===== src/rtl/multi_lane_adder_acc_if.sv =====
// Operand/result bundle for multi_lane_adder_acc.
// Lane i occupies bits [i*WIDTH +: WIDTH] of a, b and sum.
interface multi_lane_adder_acc_if #(
  parameter int WIDTH = 4,
  parameter int LANES = 2,
  parameter int CNT_W = 8
);
  logic                   in_valid;
  logic [LANES*WIDTH-1:0] a;
  logic [LANES*WIDTH-1:0] b;
  logic [LANES-1:0]       cin;
  logic                   acc_en;
  logic                   clr;
  logic                   out_valid;
  logic [LANES*WIDTH-1:0] sum;
  logic [LANES-1:0]       cout;
  logic [LANES-1:0]       ovf_sticky;
  logic [CNT_W-1:0]       count;
  logic                   check_ok;

  modport master (
    output in_valid, a, b, cin, acc_en, clr,
    input  out_valid, sum, cout, ovf_sticky, count, check_ok
  );

  modport slave (
    input  in_valid, a, b, cin, acc_en, clr,
    output out_valid, sum, cout, ovf_sticky, count, check_ok
  );
endinterface


===== src/rtl/multi_lane_adder_acc.sv =====
// Multi-lane registered adder with wrap/saturate accumulator and a sticky
// invariant flag (check_ok) intended as a formal property target.
module multi_lane_adder_acc #(
  parameter int WIDTH = 4,
  parameter int LANES = 2,
  parameter int SAT   = 0,
  parameter int CNT_W = 8
) (
  input logic                  clk,
  input logic                  rst,
  multi_lane_adder_acc_if.slave bus
);

  localparam logic [WIDTH-1:0] ALL_ONES = '1;

  logic [LANES-1:0][WIDTH:0]   s1_q, s1_d;
  logic                        v1_q, v1_d;
  logic [LANES-1:0][WIDTH-1:0] sum_q, sum_d;
  logic [LANES-1:0]            cout_q, cout_d;
  logic [LANES-1:0]            ovf_q, ovf_d;
  logic [CNT_W-1:0]            cnt_q, cnt_d;
  logic                        out_valid_q, out_valid_d;
  logic                        check_ok_q, check_ok_d;

  logic [LANES-1:0][WIDTH+1:0] t;
  logic [LANES-1:0]            lane_ovf;
  logic [LANES-1:0]            viol;

  // Stage 1: per-lane a + b + cin, one bit wider than the operands
  always_comb begin
    s1_d = s1_q;
    v1_d = bus.in_valid;
    if (bus.in_valid) begin
      for (int i = 0; i < LANES; i++) begin
        s1_d[i] = (WIDTH+1)'(bus.a[i*WIDTH +: WIDTH])
                + (WIDTH+1)'(bus.b[i*WIDTH +: WIDTH])
                + (WIDTH+1)'(bus.cin[i]);
      end
    end
  end

  // Stage 2 candidate: two extra bits so sum + s1 can never wrap
  always_comb begin
    t        = '0;
    lane_ovf = '0;
    for (int i = 0; i < LANES; i++) begin
      t[i]        = (WIDTH+2)'(s1_q[i])
                  + (bus.acc_en ? (WIDTH+2)'(sum_q[i]) : (WIDTH+2)'(0));
      lane_ovf[i] = |t[i][WIDTH+1:WIDTH];
    end
  end

  always_comb begin
    sum_d       = sum_q;
    cout_d      = cout_q;
    ovf_d       = ovf_q;
    cnt_d       = cnt_q;
    out_valid_d = v1_q;
    if (bus.clr) begin
      sum_d       = '0;
      cout_d      = '0;
      ovf_d       = '0;
      cnt_d       = '0;
      out_valid_d = 1'b0;
    end else if (v1_q) begin
      for (int i = 0; i < LANES; i++) begin
        sum_d[i] = ((SAT != 0) && lane_ovf[i]) ? ALL_ONES : t[i][WIDTH-1:0];
      end
      cout_d = lane_ovf;
      ovf_d  = ovf_q | lane_ovf;
      cnt_d  = cnt_q + CNT_W'(1);
    end
  end

  // Invariants are evaluated on the registered outputs as seen externally
  always_comb begin
    viol = '0;
    for (int i = 0; i < LANES; i++) begin
      viol[i] = (cout_q[i] && !ovf_q[i])
              || ((SAT != 0) && cout_q[i] && (sum_q[i] != ALL_ONES));
    end
    check_ok_d = check_ok_q & ~(|viol);
  end

  always_ff @(posedge clk) begin
    if (rst) begin
      s1_q        <= '0;
      v1_q        <= 1'b0;
      sum_q       <= '0;
      cout_q      <= '0;
      ovf_q       <= '0;
      cnt_q       <= '0;
      out_valid_q <= 1'b0;
      check_ok_q  <= 1'b1;
    end else begin
      s1_q        <= s1_d;
      v1_q        <= v1_d;
      sum_q       <= sum_d;
      cout_q      <= cout_d;
      ovf_q       <= ovf_d;
      cnt_q       <= cnt_d;
      out_valid_q <= out_valid_d;
      check_ok_q  <= check_ok_d;
    end
  end

  assign bus.out_valid  = out_valid_q;
  assign bus.sum        = sum_q;
  assign bus.cout       = cout_q;
  assign bus.ovf_sticky = ovf_q;
  assign bus.count      = cnt_q;
  assign bus.check_ok   = check_ok_q;

endmodule

===== src/flat_wrapper.sv =====
// flat-port wrapper written by rule: the top's interface ports become plain ports
module multi_lane_adder_acc_flat 
#(
  parameter int WIDTH = 4,
  parameter int LANES = 2,
  parameter int SAT   = 0,
  parameter int CNT_W = 8
)
  (clk, rst, bus_in_valid, bus_a, bus_b, bus_cin, bus_acc_en, bus_clr, bus_out_valid, bus_sum, bus_cout, bus_ovf_sticky, bus_count, bus_check_ok);
  multi_lane_adder_acc_if #(.WIDTH(WIDTH), .LANES(LANES), .CNT_W(CNT_W)) bus_i ();
  input logic clk;
  input logic rst;
  input wire logic [$bits(bus_i.in_valid)-1:0] bus_in_valid;
  input wire logic [$bits(bus_i.a)-1:0] bus_a;
  input wire logic [$bits(bus_i.b)-1:0] bus_b;
  input wire logic [$bits(bus_i.cin)-1:0] bus_cin;
  input wire logic [$bits(bus_i.acc_en)-1:0] bus_acc_en;
  input wire logic [$bits(bus_i.clr)-1:0] bus_clr;
  output wire logic [$bits(bus_i.out_valid)-1:0] bus_out_valid;
  output wire logic [$bits(bus_i.sum)-1:0] bus_sum;
  output wire logic [$bits(bus_i.cout)-1:0] bus_cout;
  output wire logic [$bits(bus_i.ovf_sticky)-1:0] bus_ovf_sticky;
  output wire logic [$bits(bus_i.count)-1:0] bus_count;
  output wire logic [$bits(bus_i.check_ok)-1:0] bus_check_ok;
  assign bus_i.in_valid = bus_in_valid;
  assign bus_i.a = bus_a;
  assign bus_i.b = bus_b;
  assign bus_i.cin = bus_cin;
  assign bus_i.acc_en = bus_acc_en;
  assign bus_i.clr = bus_clr;
  assign bus_out_valid = bus_i.out_valid;
  assign bus_sum = bus_i.sum;
  assign bus_cout = bus_i.cout;
  assign bus_ovf_sticky = bus_i.ovf_sticky;
  assign bus_count = bus_i.count;
  assign bus_check_ok = bus_i.check_ok;
  multi_lane_adder_acc #(.WIDTH(WIDTH), .LANES(LANES), .SAT(SAT), .CNT_W(CNT_W)) u_core (.clk(clk), .rst(rst), .bus(bus_i));
endmodule

===== config.mk =====
export PLATFORM = sky130hd
export DESIGN_NAME = multi_lane_adder_acc_flat
export DESIGN_NICKNAME = d
export VERILOG_FILES = /design/src/rtl/multi_lane_adder_acc_if.sv /design/src/rtl/multi_lane_adder_acc.sv /design/src/flat_wrapper.sv
export SDC_FILE = /design/constraint.sdc
export NUM_CORES = 1
export LEC_CHECK = 0
export BUFFER_PORTS_ARGS = -buffer_cell sky130_fd_sc_hd__buf_2
export CAP_MARGIN = 25
export CORE_MARGIN = 8
export CORE_UTILIZATION = 50
export DETAILED_ROUTE_END_ITERATION = 8
export GPL_ROUTABILITY_DRIVEN = 0
export PLACE_DENSITY = 0.76
export SLEW_MARGIN = 5
export SYNTH_ARGS = -nofsm -noshare
export SYNTH_HDL_FRONTEND = slang
export SYNTH_SLANG_ARGS = --single-unit

===== constraint.sdc =====
create_clock -name clk -period 4.8 [get_ports clk]
set_input_delay 0.96 -clock clk [delete_from_list [all_inputs] [get_ports clk]]
set_output_delay 0.96 -clock clk [all_outputs]
set_load 0.02 [all_outputs]

==> results.json, run 1 <==
{
  "required_ns": 4.94,
  "area_growth_pct": 17.68,
  "path_max_fanout": 8,
  "drc": 0,
  "htreeDepth": 2,
  "crit_type": "in2reg",
  "p_leak_nw": 0.9734,
  "cts_resized": 0,
  "wl_per_cell_microns": 12.24,
  "grt_pass1_wl_microns": 6375,
  "grt_max_degree": 27,
  "dieArea_sq_um": 5859,
  "layout_common_cells": "buf_2, dfxtp_1, nor2_1, inv_1, ha_1",
  "cts_tree": "built",
  "yosysWarnings": 0,
  "highest_layer": "met4",
  "synth_nets": 249,
  "n_fill_cell": 319,
  "critPathMaxStageDelay_ns": 0.39,
  "end_kind": "flip-flop",
  "first_pass_iters": 4,
  "route.vias.total": 1518,
  "start_util_pct": 50.83,
  "tightest_slew_ns": 0.5553,
  "power_switching_mw": 0.1444,
  "cts_root_buf": "clkbuf_8",
  "die_w_microns": 76.55,
  "fmax_mhz": 443.0,
  "report.final.setup_viol": 0,
  "final_common_cell": "buf_2",
  "final_nets": 292,
  "crit_family": "adder cells",
  "synth_flop_cell": "dfxtp_1",
  "p_per_area_nw_per_um2": 269.7,
  "drtIter0Drc": 77,
  "drv_cap": 0,
  "p_sw_share_pct": 24.81,
  "syn_area_sq_um": 1833,
  "synth-async-reset-ratio_pct": 0,
  "synth_top_cell_area_share_pct": 36.04,
  "avgViaCountPerCell": 5.128,
  "clk_pin_slew_ns": 0.06,
  "yosysSeqAreaShare_pct": 36.04,
  "setup-tns-final_ns": 0,
  "detail-route-antenna-nets": 0,
  "path_cells": "buf_2 -> and2_1 -> ha_1 -> inv_1 -> fa_1 -> nor2b_1 -> o21ai_0 -> xor2_1 -> a41oi_1",
  "wl_met3_microns": 215,
  "yosys.area.top_type": "dfxtp_1",
  "layout-drive-gt1-share_pct": 21.77,
  "p_int_mw": 0.4374,
  "antenna_found_initial": 0,
  "fin_crit_ns": 2.257,
  "cp-start-kind": "input pin",
  "cts_buffers": 5,
  "clock_latency_ns": 0.28,
  "cp.arrival_ns": 2.40,
  "peakVddDrop_v": 0.0001051,
  "p_clk_share_pct": 34.7,
  "pwr-share-seq_pct": 50.6,
  "ctsHoldBuffers": 0,
  "dp_hpwl_microns": 2940,
  "synthDistinctLibCells": 35,
  "rsz0062_at_grt": "false",
  "cts_setup_buffers": 0,
  "ys_seq_elements": 33,
  "synth.area.top_cells": "dfxtp_1, ha_1, fa_1",
  "hp-class": "reg2reg",
  "relSlewSlack_pct": 62.84,
  "rows": 22,
  "cpMaxStageDelayCell": "fa_1",
  "critPathBufInv": 2,
  "synth_edf_count": 0,
  "grt_pass1_vias": 1512,
  "met1_length_microns": 1771,
  "diodes": 0,
  "hold_violations": 0,
  "ctsLongestPathBuffers": 2,
  "grt_usage_pct": 12.89,
  "combPwrFrac_pct": 14.7,
  "finalCritPeriodShare_pct": 47.03,
  "overflow": 0,
  "syn_avg_cell_area_sq_um": 8.942,
  "io_buffers": 44,
  "clock_skew_ns": 0.004302,
  "final_cells": 296,
  "die_y_microns": 76.55,
  "syn_inst": 205,
  "cts.sinks": 33,
  "drv_slew": 0,
  "coreArea_sq_um": 3606,
  "wl_met2_microns": 1588,
  "ios": 45,
  "dp_cells": 289,
  "wl_microns": 3623,
  "outcome": "finished clean"
}
synthesized netlist by cell type, types with 5 or more instances:
library cell	count
dfxtp_1	33
nor2_1	30
inv_1	16
ha_1	15
o21ai_0	12
nand2_1	9
mux2i_1	8
and2_1	7
a211oi_1	6
fa_1	6
nand3_1	6
xor2_1	6
a21oi_1	5
nor2b_1	5
final timing paths:
kind	start	slack, ns	cells past startpoint	to
setup / recovery	bus_acc_en	2.54	9	u_core.bus.cout[0]
hold / removal	u_core.bus.check_ok	0.48	1	u_core.bus.check_ok
setup reg to reg	u_core.bus.sum[0]	3.04	8	u_core.bus.cout[0]
hold reg to reg	u_core.bus.check_ok	0.48	1	u_core.bus.check_ok
metal layers:
metal | vias to the layer above | track usage, %
met2 | 42 | 20.48
li1 | 788 | -
met3 | 2 | 4.599
met5 | - | 0
met1 | 686 | 14.97
met4 | 0 | 6.346
final cells by class:
class	instances	area, sq um	share of cell area, %
timing repair buffer	45	227.7	10.56
tap	48	60.06	2.784
multi-input combinational	146	1059	49.07
sequential	33	660.6	30.63
clock buffer	7	86.33	4.002
inverter	17	63.81	2.958
power by group through the flow:
| stage | registers (mW) | logic, mW | clock network [mW] |
|---|---|---|---|
| 6_report | 0.294 | 0.0856 | 0.202 |
| 5_1_grt | 0.296 | 0.0983 | 0.220 |
| 4_1_cts | 0.294 | 0.0870 | 0.207 |
| 3_5_place_dp | 0.300 | 0.0868 | 0 |
| 3_3_place_gp | 0.300 | 0.0840 | 0 |
| 2_1_floorplan | 0.302 | 0.0584 | 0 |
cells by family (layout without fill, tap and decap cells):
kind of cell	count (synthesis)	after routing	share of synthesized area, %
AO/OA/AOI/OAI	36	36	12.63
XOR/XNOR	10	10	4.778
adder cells (fa/ha/maj)	21	21	16.79
buffers and inverters	26	69	6.212
flip-flops	33	33	36.04
multiplexers	8	8	4.369
AND/OR/NAND/NOR	71	71	19.18
metrics by stage:
step                total power, mW  area [sq um]  setup slack [ns]  hold slack, ns  utilization [%]
floorplan                    0.3601          1833             2.538          0.4475                -
global placement             0.3841          2071             2.305          0.4622            57.43
detailed placement           0.3872          2071             2.248          0.4717            57.43
CTS                          0.5887          2157             2.547          0.4858            59.82
global route                 0.6145          2157             2.369          0.5162            59.82
finish                       0.5818          2157             2.543          0.4805            59.82
sequential cells by signal (all words and copies together), names as in the netlist:
signal,count
u_core.bus.check_ok,1
u_core.bus.count,8
u_core.bus.cout,2
u_core.bus.out_valid,1
u_core.bus.ovf_sticky,2
u_core.bus.sum,8
u_core.s1_q,10
u_core.v1_q,1
Power figures use the tool's default switching activity.
==> inputs of run 2 (changes only) <==
==> constraint.sdc (replaced) <==
create_clock -name clk -period 2.3 [get_ports clk]
set_input_delay 0.46 -clock clk [delete_from_list [all_inputs] [get_ports clk]]
set_output_delay 0.46 -clock clk [all_outputs]
set_load 0.02 [all_outputs]
==> results.json, run 2 (same netlist as run 1, synthesis figures left out) <==
{
  "met1_usage_pct": 13.44,
  "rows": 22,
  "crit_type": "in2reg",
  "antenna_found_initial": 0,
  "detail-route-antenna-nets": 0,
  "setup-tns-final_ns": 0,
  "grt-busiest-layer": "met2",
  "clock_latency_ns": 0.28,
  "cts_buffers": 5,
  "grt_pass1_wl_microns": 6230,
  "die_w_microns": 76.55,
  "io_buffers": 44,
  "ios": 45,
  "cts_resized": 0,
  "cts_tree": "built",
  "report.final.setup_viol": 0,
  "final_common_cell": "buf_2",
  "placed_area_sq_um": 2086,
  "fmax_mhz": 571.6,
  "cp-start-kind": "input pin",
  "p_leak_nw": 0.9975,
  "use_met2_pct": 21.42,
  "gr-usage-met3_pct": 5.660,
  "cp.arrival_ns": 1.95,
  "grt_pass1_vias": 1545,
  "critPathMaxStageDelay_ns": 0.39,
  "peakVddDrop_v": 0.0002712,
  "cpMaxStageDelayCell": "fa_1",
  "final_nets": 294,
  "path_cells": "buf_2 -> and2_1 -> ha_1 -> inv_1 -> fa_1 -> nor2b_1 -> o21ai_0 -> xor2_1 -> a41oi_1",
  "grt_max_degree": 18,
  "ctsLongestPathBuffers": 2,
  "hold_violations": 0,
  "top_register": "u_core.s1_q",
  "required_ns": 2.50,
  "drc": 0,
  "ctsHoldBuffers": 0,
  "tightest_slew_ns": 0.5648,
  "start_util_pct": 50.83,
  "hp-class": "reg2reg",
  "area_growth_pct": 20.14,
  "drtIter0Drc": 75,
  "layout_common_cells": "buf_2, dfxtp_1, nor2_1, inv_1, ha_1",
  "cts.sinks": 33,
  "wl_per_cell_microns": 12.43,
  "clock_skew_ns": 0.004855,
  "reg2reg_slack_ns": 0.57,
  "dieArea_sq_um": 5859,
  "grt_usage_pct": 13.04,
  "first_pass_iters": 4,
  "rsz0062_at_grt": "false",
  "fin_crit_ns": 1.750,
  "cts_root_buf": "clkbuf_8",
  "cts_setup_buffers": 0,
  "drv_cap": 0,
  "die_y_microns": 76.55,
  "n_fill_cell": 333,
  "wl_microns": 3718,
  "largest_register_ff_count": 10,
  "htreeDepth": 2,
  "outcome": "finished clean",
  "relSlewSlack_pct": 62.21,
  "coreArea_sq_um": 3606,
  "route.vias.total": 1541,
  "layout-drive-gt1-share_pct": 22.71,
  "clk_pin_slew_ns": 0.06,
  "p_per_area_nw_per_um2": 610.7,
  "drv_slew": 0,
  "final_area_sq_um": 2202,
  "finalCritPeriodShare_pct": 76.07,
  "diodes": 0,
  "dp_hpwl_microns": 3011,
  "overflow": 0,
  "end_kind": "flip-flop",
  "avgViaCountPerCell": 5.154,
  "hold_ws_ns": 0.4840,
  "path_max_fanout": 8
}
## run 2: cell count changes in the layout (fill, tap and decap cells not counted)
cell	before	now
buf_4	1	3
bufinv_16	0	1
## run 2: critical path: cells and delay by family
family | cells | cell delay (ns)
AO/OA/AOI/OAI | 2 | 0.30
XOR/XNOR | 1 | 0.17
adder cells (fa/ha/maj) | 2 | 0.55
buffers and inverters | 2 | 0.21
AND/OR/NAND/NOR | 2 | 0.25
## run 2: layer usage
layer / vias up / routed length (microns)
li1: 793 / -
met1: 691 / 1726
met2: 51 / 1620
met3: 6 / 282
met4: 0 / 89
met5: - / 0
## run 2: path summary, 6_finish.rpt
| path | cells after the start | from | end |
|---|---|---|---|
| setup / recovery | 9 | bus_acc_en | u_core.bus.cout[0] |
| setup reg to reg | 8 | u_core.bus.sum[0] | u_core.bus.cout[0] |
| hold / removal | 2 | u_core.bus.count[7] | u_core.bus.count[7] |
| hold reg to reg | 2 | u_core.bus.count[7] | u_core.bus.count[7] |
## run 2: per-stage QoR
| stage | utilization, % | std cells | setup WS (ns) | total power [mW] |
|---|---|---|---|---|
| floorplan | - | 205 | 0.5176 | 0.7515 |
| global placement | 57.84 | 291 | 0.3173 | 0.8037 |
| detailed placement | 57.84 | 291 | 0.2529 | 0.8112 |
| CTS | 61.07 | 299 | 0.5550 | 1.365 |
| global route | 61.07 | 299 | 0.3997 | 1.416 |
| finish | 61.07 | 299 | 0.5505 | 1.345 |
## run 2: area by class of cell
type	instances	area, sq um	share of cell area, %
Clock buffer	7	86.33	3.920
Clock inverter	1	30.03	1.364
Inverter	17	63.81	2.898
Multi-Input combinational cell	146	1059	48.07
Sequential cell	33	660.6	30.00
Tap cell	48	60.06	2.727
Timing Repair Buffer	47	242.7	11.02
## run 2: report_power, final
part	internal [mW]	switching (mW)
combinational	0.0823	0.100
sequential	0.596	0.0182
clock	0.353	0.195
